`src/rtl/weight_skew_buffer.sv`:
```
// weight_skew_buffer
//   Weight staging buffer for the systolic array's column inputs. There is one
//   independent weight memory per column, and the host loads it through a
//   write port. A tile-read command streams a contiguous, wrapping address
//   window out of every memory. Column j lags column 0 by j cycles, which
//   gives the diagonal skew. Array back-pressure (stall) freezes the whole
//   read pipeline.
//
//   Optional feature: define WBUF_ZERO_PAD_EN to force o_data[j] to zero
//   whenever o_valid[j] is low. Without it, o_data holds its last value.
//
//   Ports
//     clk      rising-edge clock
//     rst      synchronous active-high reset (memories are not cleared)
//     wr_en    host write strobe
//     wr_col   target column memory
//     wr_addr  write address
//     wr_data  write word
//     start    tile-read command pulse
//     rd_base  first read address, sampled with start
//     rd_len   words per column, sampled with start (saturates to DEPTH)
//     stall    freeze request from the array
//     busy     tile in progress
//     done     single-cycle tile-complete pulse
//     o_valid  per-column word valid
//     o_data   per-column weight word
module weight_skew_buffer #(
   parameter int SYS_COLS   = 4,
   parameter int W_BITWIDTH = 8,
   parameter int DEPTH      = 64,
   localparam int AW        = $clog2(DEPTH),
   localparam int LW        = $clog2(DEPTH + 1),
   localparam int CW        = (SYS_COLS > 1) ? $clog2(SYS_COLS) : 1
) (
   input  logic                                 clk,
   input  logic                                 rst,
   input  logic                                 wr_en,
   input  logic [CW-1:0]                        wr_col,
   input  logic [AW-1:0]                        wr_addr,
   input  logic [W_BITWIDTH-1:0]                wr_data,
   input  logic                                 start,
   input  logic [AW-1:0]                        rd_base,
   input  logic [LW-1:0]                        rd_len,
   input  logic                                 stall,
   output logic                                 busy,
   output logic                                 done,
   output logic [SYS_COLS-1:0]                  o_valid,
   output logic [SYS_COLS-1:0][W_BITWIDTH-1:0]  o_data
);

   localparam int SH = (SYS_COLS > 1) ? SYS_COLS - 1 : 1;

   typedef enum logic [1:0] {IDLE, RUN, DRAIN} state_t;

   state_t                 state, state_nx;
   logic [AW-1:0]          base_q;
   logic [LW-1:0]          len_q;
   logic [LW-1:0]          cnt_q;
   logic [SYS_COLS-1:0]    vld_p1;
   logic [SYS_COLS-1:0]    en_col;
   logic [AW-1:0]          addr_col [SYS_COLS];
   logic [AW-1:0]          addr_sh  [SH];
   logic [W_BITWIDTH-1:0]  mem      [SYS_COLS][DEPTH];
   logic [W_BITWIDTH-1:0]  data_p1  [SYS_COLS];
   logic                   done_q;
   logic                   accept, last_rd, fin;

   function automatic logic [LW-1:0] sat_len(input logic [LW-1:0] len);
      return (len > LW'(DEPTH)) ? LW'(DEPTH) : len;
   endfunction

   assign accept  = (state == IDLE) && start && (rd_len != '0);
   assign last_rd = (state == RUN) && !stall && ((cnt_q + LW'(1)) == len_q);
   // The final word of the last column sits in its output register and no
   // further enable is coming behind it.
   assign fin     = (state == DRAIN) && !stall && vld_p1[SYS_COLS-1] &&
                    !en_col[SYS_COLS-1];

   always_ff @(posedge clk) begin
      if (rst) state <= IDLE;
      else     state <= state_nx;
   end

   always_comb begin
      state_nx = state;
      case (state)
         IDLE:    if (accept)  state_nx = RUN;
         RUN:     if (last_rd) state_nx = DRAIN;
         DRAIN:   if (fin)     state_nx = IDLE;
         default:              state_nx = IDLE;
      endcase
   end

   // Column j reuses column 0's enable and address delayed by j registers.
   // The valid register of column j-1 is exactly column 0's enable delayed
   // j cycles, so the valid chain doubles as the enable skew chain.
   always_comb begin
      en_col      = '0;
      en_col[0]   = (state == RUN);
      addr_col[0] = base_q + cnt_q[AW-1:0];
      for (int j = 1; j < SYS_COLS; j++) begin
         en_col[j]   = vld_p1[j-1];
         addr_col[j] = addr_sh[j-1];
      end
   end

   // Host write port; the memories have no reset.
   always_ff @(posedge clk) begin
      for (int j = 0; j < SYS_COLS; j++) begin
         if (wr_en && (wr_col == CW'(j))) mem[j][wr_addr] <= wr_data;
      end
   end

   // ---- stage p0 -> p1: memory read registers and skew chain ----
   always_ff @(posedge clk) begin
      if (rst) begin
         base_q <= '0;
         len_q  <= '0;
         cnt_q  <= '0;
         vld_p1 <= '0;
         done_q <= 1'b0;
         for (int j = 0; j < SH; j++)       addr_sh[j] <= '0;
         for (int j = 0; j < SYS_COLS; j++) data_p1[j] <= '0;
      end else begin
         done_q <= fin;
         if (accept) begin
            base_q <= rd_base;
            len_q  <= sat_len(rd_len);
            cnt_q  <= '0;
         end else if ((state == RUN) && !stall) begin
            cnt_q  <= cnt_q + LW'(1);
         end
         if (!stall) begin
            vld_p1 <= en_col;
            for (int j = 0; j < SYS_COLS - 1; j++) addr_sh[j] <= addr_col[j];
            // Read-first: a same-edge host write lands after this read.
            for (int j = 0; j < SYS_COLS; j++) begin
               if (en_col[j]) data_p1[j] <= mem[j][addr_col[j]];
            end
         end
      end
   end

   assign busy    = (state != IDLE);
   assign done    = done_q;
   assign o_valid = vld_p1 & ~{SYS_COLS{stall}};

   always_comb begin
      for (int j = 0; j < SYS_COLS; j++) begin
`ifdef WBUF_ZERO_PAD_EN
         o_data[j] = o_valid[j] ? data_p1[j] : '0;
`else
         o_data[j] = data_p1[j];
`endif
      end
   end

endmodule

```
`config.mk`:
```
export PLATFORM = sky130hd
export DESIGN_NAME = weight_skew_buffer
export DESIGN_NICKNAME = d
export VERILOG_FILES = /design/src/rtl/weight_skew_buffer.sv
export SDC_FILE = /design/constraint.sdc
export NUM_CORES = 2
export LEC_CHECK = 0
export CAP_MARGIN = 20
export CORE_ASPECT_RATIO = 0.9
export CORE_MARGIN = 3
export CORE_UTILIZATION = 40
export CTS_CLUSTER_SIZE = 30
export DETAILED_ROUTE_END_ITERATION = 10
export PLACE_DENSITY_LB_ADDON = 0.3
export SLEW_MARGIN = 10
export SYNTH_ARGS = -nofsm -noshare
export SYNTH_HDL_FRONTEND = slang
export SYNTH_SLANG_ARGS = --single-unit
```
`constraint.sdc`:
```
create_clock -name clk -period 3.9 [get_ports clk]
set_clock_uncertainty 0.05 [all_clocks]
set_input_delay 0.78 -clock clk [delete_from_list [all_inputs] [get_ports clk]]
set_output_delay 0.78 -clock clk [all_outputs]
set_load 0.1 [all_outputs]
```
### Yosys cells after proc, flatten, opt, wreduce, memory -nomap -nowiden

Memory sizes are Yosys's and may differ from the RTL's.
Cells that the tools add are included.

* flip-flop bits (word level): 27
* latch bits: 0
* RAM bits: 2098
* ROM bits: 0
* output and inout port bits: 38
* memories: 3

Memories
* mem: depth 4, bits a word 512, rd ports 4, clocked after memory_dff 0, wr ports 1, line 63 `logic [W_BITWIDTH-1:0] mem [SYS_COLS][DEPTH];`
* data_p1: depth 4, bits a word 8, rd ports 4, clocked after memory_dff 0, wr ports 4, line 64 `logic [W_BITWIDTH-1:0] data_p1 [SYS_COLS];`
* addr_sh: depth 3, bits a word 6, rd ports 3, clocked after memory_dff 0, wr ports 3, line 62 `logic [AW-1:0] addr_sh [SH];`

* add/subtract/negate cells: 2
* multipliers: 0
* div/mod/pow operators: 0
* magnitude comparators: 7
* eq/ne operators: 9
* shifts and indexed selects: 0
* muxes and demuxes: 64
* bitwise gates (word level): 14
* reductions and logical operators: 23

Operators with widths (number)
* two-way mux 512 bit: 10
* OR reduction 512 bit: 3
* binary-select mux 8 bit (select 6 bit): 4
* two-way mux 8 bit: 13
* demux 8 bit (select 6 bit): 1
* greater-or-equal comparator 7 bit, second input constant: 5
* inverter 6 -> 7 bit: 5
* two-way mux 1 bit: 25
* two-way mux 6 bit: 3
* logical AND 1 bit: 12
* two-way mux 2 bit: 6
* adder 7 x 1 -> 7 bit, second input constant: 1
* == test 7 bit: 1
* > comparator 7 bit, second input constant: 1
* less-than comparator 7 x 1 -> 1 bit, second input constant: 1
* two-way mux 7 bit: 1
* OR 1 bit: 7
* nonzero test 7 bit: 1
* adder 6 bit: 1
* == test 2 bit, second input constant: 3
* one-hot mux 2 bit (3 select lines): 1
* bitwise AND 4 bit: 1
* == test 2 x 1 -> 1 bit, second input constant: 2
* logical NOT 2 bit: 2
* 7 further kinds: 9

### Longest topological paths before layout

* depth in word-level cells: 10
* mapped depth: 9
* mapped depth without buffers: 8

### Least setup slack after synthesis

Ideal clock, no wire load.

* kind: in2out
* start: in stall
* end: out o_valid[3]
* arrival time: 2334 ps
* data required time: 3070 ps
* path slack: 736 ps
* cell stages on the path: 2
* buffers on the path: 1
* path through: clkbuf_1 nor2b_1

* word-level cells in the longest chain between the ends: 2

Ends and longest elaborated chain
* from (decl): line 44 `input logic stall,`
* inverter 4 bit: line 146 `assign o_valid = vld_p1 & ~{SYS_COLS{stall}};`
* bitwise AND 4 bit: line 146
* to (decl): line 47 `output logic [SYS_COLS-1:0] o_valid,`

No other way between the ends.

==> metrics.cfg <==
[worst_hold_path]
hold_class=flip-flop to flip-flop

[synthesis]
synth_most_common_cell=edfxtp_1
yosys.area.top_type=edfxtp_1
synth_nets=3842
synth_top_area_share_pct=76.2
synth_seq_area_share_pct=76.9
synth_edf_count=2098
synthArstFlopShare_pct=0
syn_inst=3801
ys_types=49
synthFlopType=edfxtp_1
syn_area_per_cell_um2=21.7
synth_seq_cells=2125
yosysWarnings=0
mappedNetlistArea_mm2=0.0827
yosys-top-cells-area=edfxtp_1, mux4_2, mux2i_1, nor2_1, dfxtp_1
synth_commonest_cells=edfxtp_1, mux4_2, nor2_1

[pwr]
p_total_mw=48.3
p_comb_share_pct=5.9
p_switching_mw=10.2
switching_share_pct=21.2
leakagePower_nw=30.1
power_frac_clock_pct=41.8
internal_power_mw=38.0
power.density_mw_per_mm2=503
seqPwrFrac_pct=52.3
irDropWorstVdd_mv=0.421

[flow_run]
maxCapViolations=0

[sta]
rsz0062_at_grt=no
min_period_over_period_pct=91.2
drv_slew=0
timing_hold_violations_final=0
worst_slew_pin_slew_ns=1.13
fin_crit_ns=3.56
fmax_mhz=281
tns_ns=0
setup_viol=0
slew_headroom_pct=24.8

[placement]
gp_congestion=0.807
dpl.hpwl_um=126000
port_buffers=71

[cells_and_area]
drive_gt1_share_pct=27.8
nFillCells=16667
syn_to_final_growth_pct=16.1
seq_area_mm2=0.0635
multiInputGateArea_mm2=0.0181
nets=4275

[route]
drc=0
detail-route-antenna-nets=0
drt_iter0_markers=4901
vias=39969
routed_via_density=5.61
routed_wl_um=206000
first_pass_iters=11
routedWlPerCell_um=28.9

[floorplan]
initial_core_util_pct=40.4
fp.coreArea_mm2=0.204
die_width_um=485
die_h_um=437
dieArea_mm2=0.212
num_rows=157
io_pins=72

[clock_tree]
clk_pin_slew_worst_paths_ns=0.06
insertion_delay_ns=0.84
cts_sinks=2125
cts_setup_buffers=0
numCtsBuffers=206
htree_num_levels=4
cts_root_buf=clkbuf_16
cts_hold_buf=0
cts_resized=0
clock_path_buffers=3
cts_tree=done

[setup_path]
cp.arrival_ns=4.06
crit_type=flip-flop to flip-flop
startpoint_type=flip-flop
crit_path_max_fanout=24
end_kind=flip-flop
critPathRequiredTime_ns=4.40

[global_routing]
grt_usage_pct=19.4
grt-ovfl-total=0
antenna_found_initial=11
grt_pass1_vias=39983
grt_max_degree=142
grt_pass1_wl_um=296000

[outcome]
status=completed

[stage by stage]
| stage | util [%] | hold slack [ns] | setup WS, ns | area (um2) | cells |
|---|---|---|---|---|---|
| 2_1_floorplan | - | 0.382 | 0.736 | 82700 | 3801 |
| 3_3_place_gp | 43.5 | 0.403 | 0.360 | 89100 | 6728 |
| 3_5_place_dp | 43.5 | 0.395 | 0.313 | 89100 | 6728 |
| 4_1_cts | 46.9 | 0.411 | 0.309 | 95900 | 7114 |
| 5_1_grt | 46.9 | 0.430 | 0.235 | 95900 | 7119 |
| 6_report | 46.9 | 0.412 | 0.342 | 95900 | 7130 |
[final cells by class]
cell class | instances | area share [%]
diodes | 15 | 0.0391
well taps | 2703 | 3.52
clock buffers | 249 | 5.63
flip-flops and latches | 2125 | 66.2
repair buffers | 434 | 4.15
multi-input cells | 1461 | 18.9
inverters | 6 | 0.0235
clock inverters | 137 | 1.51
[power groups by stage]
stage | combinational, mW | clock [mW] | sequential (mW)
2_1_floorplan | 1.59 | 0 | 25.8
3_3_place_gp | 2.84 | 0 | 25.7
3_5_place_dp | 2.87 | 0 | 25.7
4_1_cts | 2.87 | 20.6 | 25.2
5_1_grt | 3.01 | 21.5 | 25.2
6_report | 2.83 | 20.2 | 25.2
[flip-flops by register name, indices dropped and copies added (netlist names)]
name,cells
mem,2048
len_q,7
data_p1,32
done,1
cnt_q,7
addr_sh,18
base_q,6
vld_p1,4
state,2
[metal layers]
metal / track usage (%) / vias up / wire length [um]
li1: - / 16674 / -
met1: 27.6 / 21368 / 86600
met2: 29.9 / 1636 / 97700
met3: 4.95 / 285 / 17600
met4: 4.75 / 6 / 4390
met5: 0.543 / - / 83
[worst max-delay path, stage by stage, from the launching register on]
cell and delay, ns:
dfxtp_1 0.38, ha_4 0.19, fa_4 0.79, buf_12 0.21, buf_4 0.37, mux4_2 0.37, mux2i_1 0.21, mux2i_1 0.23
mux2i_1 0.32, o22ai_1 0.12
[logic make-up (layout without fill, tap and decap cells)]
family	count (synthesis)	count (layout)	share of synthesized area, %
and+or+nand+nor	506	506	2.62
adders and majority gates	7	7	0.115
muxes	783	783	17.7
xor gates and xnor gates	21	21	0.232
AOI/OAI and AO/OA	144	144	1.19
buffers and inverters	215	826	1.27
other	0	15	0
DFF	2125	2125	76.9
[layout by cell type (no fill, tap or decap), drive strengths merged, types with 5 or more instances in the layout]
master,n
nand2b,14
nor2b,13
ha,6
a21oi,29
bufinv,28
clkdlybuf4s50,58
a211oi,7
o221ai,5
buf,369
xor2,7
mux4,543
nor3b,15
and2,18
dfxtp,27
a22oi,50
o21ai,13
a32oi,6
nand3,16
diode,15
mux2i,240
clkinv,92
o211ai,10
nor3,10
nand2,102
nor2,297
xnor2,14
edfxtp,2098
o22ai,11
clkinvlp,8
clkbuf,256
inv,15
[path summary, 6_finish.rpt]
path         slack (ns)             to      start  cells after the start
max                0.34  data_p1[0][7]   cnt_q[0]                      9
min                0.41      vld_p1[3]  vld_p1[3]                      2
max reg2reg        0.34  data_p1[0][7]   cnt_q[0]                      9
min reg2reg        0.41      vld_p1[3]  vld_p1[3]                      2
Power figures use the tool's default switching activity.
